[config.mk]
export PLATFORM = sky130hd
export DESIGN_NAME = rv32i_io_top
export DESIGN_NICKNAME = d
export VERILOG_FILES = /design/src/rtl/rv32i_io_pkg.sv /design/src/rtl/rv32i_io_timer.sv /design/src/rtl/rv32i_io_top.sv
export SDC_FILE = /design/constraint.sdc
export NUM_CORES = 1
export LEC_CHECK = 0
export CORE_UTILIZATION = 59
export CTS_CLUSTER_SIZE = 40
export DETAILED_ROUTE_END_ITERATION = 12
export GPL_ROUTABILITY_DRIVEN = 1
export GPL_TIMING_DRIVEN = 0
export PLACE_DENSITY = 0.84
export SETUP_SLACK_MARGIN = 0.4
export SLEW_MARGIN = 20
export SYNTH_ARGS = -nofsm -noshare
export SYNTH_HDL_FRONTEND = slang
export SYNTH_SLANG_ARGS = --single-unit
[constraint.sdc]
create_clock -name clk -period 9.4 [get_ports clk]
set_clock_uncertainty 0.05 [all_clocks]
set_input_delay 1.41 -clock clk [delete_from_list [all_inputs] [get_ports clk]]
set_output_delay 1.41 -clock clk [all_outputs]
set_load 0.005 [all_outputs]
[src/rtl/rv32i_io_pkg.sv]
// Shared constants, timer state encoding and byte-lane helper for the IO block.
package rv32i_io_pkg;

  // Word offsets, taken from io_addr[4:2]
  localparam logic [2:0] IO_LED   = 3'd0;
  localparam logic [2:0] IO_SW    = 3'd1;
  localparam logic [2:0] IO_CYCLE = 3'd2;
  localparam logic [2:0] IO_CMP   = 3'd3;
  localparam logic [2:0] IO_CTRL  = 3'd4;
  localparam logic [2:0] IO_CNT   = 3'd5;

  // CTRL register bit positions
  localparam int EN_BIT     = 0;
  localparam int RELOAD_BIT = 1;
  localparam int MATCH_BIT  = 8;

  localparam logic [31:0] CMP_RST = 32'hFFFF_FFFF;

  typedef enum logic [1:0] {
    IDLE = 2'd0,
    RUN  = 2'd1,
    DONE = 2'd2
  } timer_state_t;

  // Replace only the byte lanes whose enable is set
  function automatic logic [31:0] be_merge(input logic [31:0] old_v,
                                           input logic [31:0] new_v,
                                           input logic [3:0]  be);
    logic [31:0] res;
    for (int i = 0; i < 4; i++) begin
      res[8*i +: 8] = be[i] ? new_v[8*i +: 8] : old_v[8*i +: 8];
    end
    return res;
  endfunction

endpackage

[src/rtl/rv32i_io_timer.sv]
// Compare timer: CNT/CMP/CTRL registers plus the IDLE/RUN/DONE sequencer.
//
//   state | meaning
//   IDLE  | EN clear, CNT holds
//   RUN   | counting up, compares CNT against CMP each cycle
//   DONE  | one-shot match reached, CNT holds until CNT/CMP rewritten
module rv32i_io_timer
  import rv32i_io_pkg::*;
(
  input  logic        clk,
  input  logic        reset,
  input  logic        cnt_we_i,
  input  logic        cmp_we_i,
  input  logic        ctrl_we_i,
  input  logic [3:0]  be_i,
  input  logic [31:0] wdata_i,
  output logic [31:0] cnt_o,
  output logic [31:0] cmp_o,
  output logic [31:0] ctrl_o,
  output logic        irq_o
);

  timer_state_t state_q, state_d;
  logic [31:0]  cnt_q, cnt_d;
  logic [31:0]  cmp_q, cmp_d;
  logic         en_q, en_d;
  logic         reload_q, reload_d;
  logic         match_q, match_d;
  logic         match_set;

  // State and register update
  always_ff @(posedge clk or posedge reset) begin
    if (reset) begin
      state_q  <= IDLE;
      cnt_q    <= '0;
      cmp_q    <= CMP_RST;
      en_q     <= 1'b0;
      reload_q <= 1'b0;
      match_q  <= 1'b0;
    end else begin
      state_q  <= state_d;
      cnt_q    <= cnt_d;
      cmp_q    <= cmp_d;
      en_q     <= en_d;
      reload_q <= reload_d;
      match_q  <= match_d;
    end
  end

  // Next-state: hardware counting first, then software writes override
  always_comb begin
    state_d   = state_q;
    cnt_d     = cnt_q;
    cmp_d     = cmp_q;
    en_d      = en_q;
    reload_d  = reload_q;
    match_d   = match_q;
    match_set = 1'b0;

    unique case (state_q)
      IDLE: begin
        if (en_q) state_d = RUN;
      end
      RUN: begin
        if (!en_q) begin
          state_d = IDLE;
        end else if (cnt_q == cmp_q) begin
          match_set = 1'b1;
          if (reload_q) cnt_d = '0;
          else          state_d = DONE;
        end else begin
          cnt_d = cnt_q + 32'd1;
        end
      end
      DONE: begin
        if (!en_q)                     state_d = IDLE;
        else if (cnt_we_i || cmp_we_i) state_d = RUN;
      end
      default: state_d = IDLE;
    endcase

    if (cnt_we_i) cnt_d = be_merge(cnt_q, wdata_i, be_i);
    if (cmp_we_i) cmp_d = be_merge(cmp_q, wdata_i, be_i);
    if (ctrl_we_i && be_i[0]) begin
      en_d     = wdata_i[EN_BIT];
      reload_d = wdata_i[RELOAD_BIT];
    end
    // A hardware match in the same cycle as a W1C keeps the flag set
    if (match_set)
      match_d = 1'b1;
    else if (ctrl_we_i && be_i[1] && wdata_i[MATCH_BIT])
      match_d = 1'b0;
  end

  assign cnt_o  = cnt_q;
  assign cmp_o  = cmp_q;
  assign ctrl_o = {23'd0, match_q, 6'd0, reload_q, en_q};
  assign irq_o  = match_q;

endmodule

[src/rtl/rv32i_io_top.sv]
// Memory-mapped IO responder: decode, LED, switch sync, cycle counter, read register.
module rv32i_io_top
  import rv32i_io_pkg::*;
#(
  parameter int LED_WIDTH   = 16,
  parameter int SW_WIDTH    = 16,
  parameter int SYNC_STAGES = 2
) (
  input  logic                 clk,
  input  logic                 reset,
  input  logic                 io_we,
  input  logic [3:0]           io_be,
  input  logic [31:2]          io_addr,
  input  logic [31:0]          io_wdata,
  output logic [31:0]          io_rdata,
  input  logic [SW_WIDTH-1:0]  sw_in,
  output logic [LED_WIDTH-1:0] led_out,
  output logic                 timer_irq
);

  logic                 sel;
  logic [2:0]           off;
  logic                 wr;
  logic                 led_we, cnt_we, cmp_we, ctrl_we;
  logic [LED_WIDTH-1:0] led_q, led_d;
  logic [SW_WIDTH-1:0]  sync_q [SYNC_STAGES];
  logic [31:0]          cycle_q;
  logic [31:0]          rdata_q, rdata_d;
  logic [31:0]          cnt_v, cmp_v, ctrl_v;
  logic                 unused_addr;

  // Upper offset bits alias onto the same registers
  assign unused_addr = ^io_addr[30:5];

  assign sel     = io_addr[31];
  assign off     = io_addr[4:2];
  assign wr      = io_we && sel;
  assign led_we  = wr && (off == IO_LED);
  assign cmp_we  = wr && (off == IO_CMP);
  assign ctrl_we = wr && (off == IO_CTRL);
  assign cnt_we  = wr && (off == IO_CNT);

  rv32i_io_timer u_timer (
    .clk       (clk),
    .reset     (reset),
    .cnt_we_i  (cnt_we),
    .cmp_we_i  (cmp_we),
    .ctrl_we_i (ctrl_we),
    .be_i      (io_be),
    .wdata_i   (io_wdata),
    .cnt_o     (cnt_v),
    .cmp_o     (cmp_v),
    .ctrl_o    (ctrl_v),
    .irq_o     (timer_irq)
  );

  // Byte-enabled LED next value
  always_comb begin
    led_d = led_q;
    if (led_we) led_d = LED_WIDTH'(be_merge(32'(led_q), io_wdata, io_be));
  end

  // LED register and free-running cycle counter
  always_ff @(posedge clk or posedge reset) begin
    if (reset) begin
      led_q   <= '0;
      cycle_q <= '0;
    end else begin
      led_q   <= led_d;
      cycle_q <= cycle_q + 32'd1;
    end
  end

  // Switch synchronizer chain
  always_ff @(posedge clk or posedge reset) begin
    if (reset) begin
      for (int i = 0; i < SYNC_STAGES; i++) sync_q[i] <= '0;
    end else begin
      sync_q[0] <= sw_in;
      for (int i = 1; i < SYNC_STAGES; i++) sync_q[i] <= sync_q[i-1];
    end
  end

  // Read mux on the current address, pre-edge register values
  always_comb begin
    rdata_d = '0;
    if (sel) begin
      unique case (off)
        IO_LED:   rdata_d = 32'(led_q);
        IO_SW:    rdata_d = 32'(sync_q[SYNC_STAGES-1]);
        IO_CYCLE: rdata_d = cycle_q;
        IO_CMP:   rdata_d = cmp_v;
        IO_CTRL:  rdata_d = ctrl_v;
        IO_CNT:   rdata_d = cnt_v;
        default:  rdata_d = '0;
      endcase
    end
  end

  // One-cycle registered read data
  always_ff @(posedge clk or posedge reset) begin
    if (reset) rdata_q <= '0;
    else       rdata_q <= rdata_d;
  end

  assign io_rdata = rdata_q;
  assign led_out  = led_q;

endmodule

==> results.toml <==
[run_status]
status = "finished, final reports clean"

[global_routing]
grtUsageTotal = 0.328
antenna_found_initial = 0
grt_pass1_vias = 6771
grt_max_degree = 69
grt_pass1_wl_microns = 36500
grt_overflow = 0

[timing]
hold_viol = 0
final.min_clock_period_ns = 3.97
fin_tns_setup_ns = 0
setup_violations = 0
worst_pin_slew_ns = 0.808
rsz0062_at_grt = "false"
period_share = 0.422
relSlewSlack = 0.458
final_max_slew_viol_count = 0
fin_ws_ns = 5.43
max_freq_mhz = 252

[cts]
cts_htree_levels = 4
cts_root_buf = "clkbuf_16"
cts_buffer_depth = 2
clkTransAtPathRegs_ns = 0.07
cts_hold_buf = 0
postCtsSetupBuffers = 0
clock_latency_ns = 0.44
numCtsBuffers = 17
cts_resized = 0
cts.sinks = 181
cts_tree = "built"

[place]
dpl_worst_slack_ns = 5.10
numPortBuffers = 105
place_hpwl_microns = 17200
place_congestion = 0.963

[detailed_routing]
drt_iter0_markers = 886
dr.pass1.iters = 6
routed-via-count = 7128
antenna_left = 0
wirelength_microns = 24100
via_per_inst = 6.33
wl_per_cell_microns = 21.4
drc = 0

[worst_setup_path]
crit_chain = "clkdlybuf4s50_1, nor2b_1, buf_2, and2_0, clkbuf_1, nor2b_1, clkbuf_1, nand2_1, mux2_2"
r2r_slack_ns = 6.18
slowest_delay_ns = 0.62
critPathMaxFanout = 10
critPathBufInv = 4
cpMaxStageDelayCell = "clkdlybuf4s50_1"
criticalPathCategory = "input pin to register"
start_kind = "input pin"
crit_path_end_kind = "register"
crit_arrival_ns = 4.28
worstPathRequired_ns = 9.71
path_delay_family = "buffers and inverters"

[run]
drv_cap = 0

[synth]
syn-instance-count = 803
ys_ff_latch = 181
synth_warnings = 0
syn_area_per_cell_sq_um = 11.0
yosysTopAreaCellShare = 0.424
synth_edf_count = 0
yosys.area.top_type = "dfrtp_1"
syn_nets = 890
syn_area_sq_mm = 0.00880
synth_most_common_cell = "dfrtp_1"
ys_top_cells_by_area = "dfrtp_1 42%, mux2_2 9.7%, dfstp_2 9.6%, xor2_1 4.0%, a22o_1 3.4%"
yosysUniqueCellTypes = 53
yosys-top-cells-count = "149 x dfrtp_1, 76 x mux2_2, 66 x nand2_1"
synth-seq-area-share = 0.519
synthArstFlopShare = 1.00
synth_ff_type = "dfrtp_1"

[die]
die_h_microns = 124
coreArea_sq_mm = 0.0145
rows = 44
start_util = 0.606
ios = 134
design.die.area_sq_mm = 0.0154
die_w_microns = 124

[final_layout]
syn2layout_area_growth_pct = 21.5
final_layout_size_suffix_gt1_frac = 0.177
n_fill_cell = 1021
final_nets = 1016
antenna_cells = 0

[pwr]
p_per_area_mw_per_mm2 = 180
peakVddDrop_mv = 0.164
p_leak_uw = 0.00458

[hold_path]
hp-class = "register to register"
[flip-flops by register name, indices dropped and copies added, names as in the netlist, 2 cells and up]
name,count
cycle_q,32
io_rdata,32
led_out,16
sync_q,32
u_timer.cmp_o,32
u_timer.cnt_o,32
u_timer.state_q,2
[kinds of logic (layout without fill, tap and decap cells)]
kind of cell	count (synthesis)	in the layout	synth area share
mux	84	84	0.110
flops	181	181	0.519
xor+xnor	62	62	0.0617
buf+inv	72	211	0.0357
fa+ha+maj	2	2	0.00284
compound gates	156	156	0.132
simple gates	246	246	0.139
[per-stage QoR]
step | utilization | instance area (sq um) | total power, uW | std cells | hold slack [ns]
floorplan | - | 8800 | 1110 | 803 | 0.281
global placement | 0.694 | 10100 | 1250 | 1092 | 0.282
detailed placement | 0.698 | 10100 | 1260 | 1094 | 0.285
CTS | 0.736 | 10700 | 1920 | 1126 | 0.297
global route | 0.736 | 10700 | 1990 | 1126 | 0.303
finish | 0.736 | 10700 | 1920 | 1126 | 0.297
[layer usage]
layer	part of all wire	wire length, microns	GRT usage	vias up
met5	0	0	0	-
met4	0.035	849	0.149	0
met3	0.11	2560	0.0943	76
met2	0.46	11000	0.500	435
met1	0.40	9700	0.434	3435
li1	-	-	-	3182
[worst register-to-register path, cell delays in order, from the launching register on]
cell,delay [ns]
dfrtp_1,0.32
clkbuf_1,0.36
xor2_1,0.12
nor4_1,0.65
nand4_1,0.32
o21ai_1,0.25
clkbuf_1,0.57
o21ai_0,0.21
a22o_1,0.27
[final timing paths]
kind	from	to	cells past startpoint
min in group asynchronous	reset	sync_q[20]	2
max reg2reg	u_timer.cnt_o[13]	u_timer.cnt_o[10]	8
max in group asynchronous	reset	u_timer.cmp_o[21]	4
min	sync_q[16]	sync_q[0]	0
min reg2reg	sync_q[16]	sync_q[0]	0
max	io_addr[3]	u_timer.cmp_o[24]	9
[final cells by class]
type	instances	area [sq um]	area share
Multi-Input combinational cell	550	3920	0.367
Clock buffer	21	450	0.0421
Inverter	12	52.6	0.00491
Sequential cell	181	4570	0.427
Tap cell	184	230	0.0215
Buffer	60	269	0.0252
Timing Repair Buffer	107	1110	0.103
Clock inverter	11	95.1	0.00889
[cells in the final DEF (no fill, tap or decap), types with 3 or more instances in the layout]
master	n
a21oi_1	6
a222oi_1	6
a22o_1	34
a22oi_1	28
and2_1	10
and3_1	18
and4_1	8
buf_1	8
buf_2	16
buf_6	3
clkbuf_1	35
clkbuf_16	17
clkdlybuf4s50_1	105
clkinv_4	4
dfrtp_1	149
dfstp_2	32
inv_1	10
inv_8	3
mux2_2	76
mux2i_1	5
nand2_1	66
nand2b_1	6
nand3_1	30
nand4_1	15
nor2_1	56
nor3_1	7
nor4_1	12
o21ai_0	13
o22ai_1	29
o31ai_1	21
o41ai_1	5
or2_1	5
or4_1	3
xnor2_1	22
xor2_1	40
[report_power, final]
part	total (uW)	internal [uW]	leakage (uW)	switching (uW)
Clock	665	351	0.000262	314
Sequential	933	868	0.00229	64.6
Combinational	322	165	0.00203	158
Note: power is estimated with default switching activity, not from simulation.
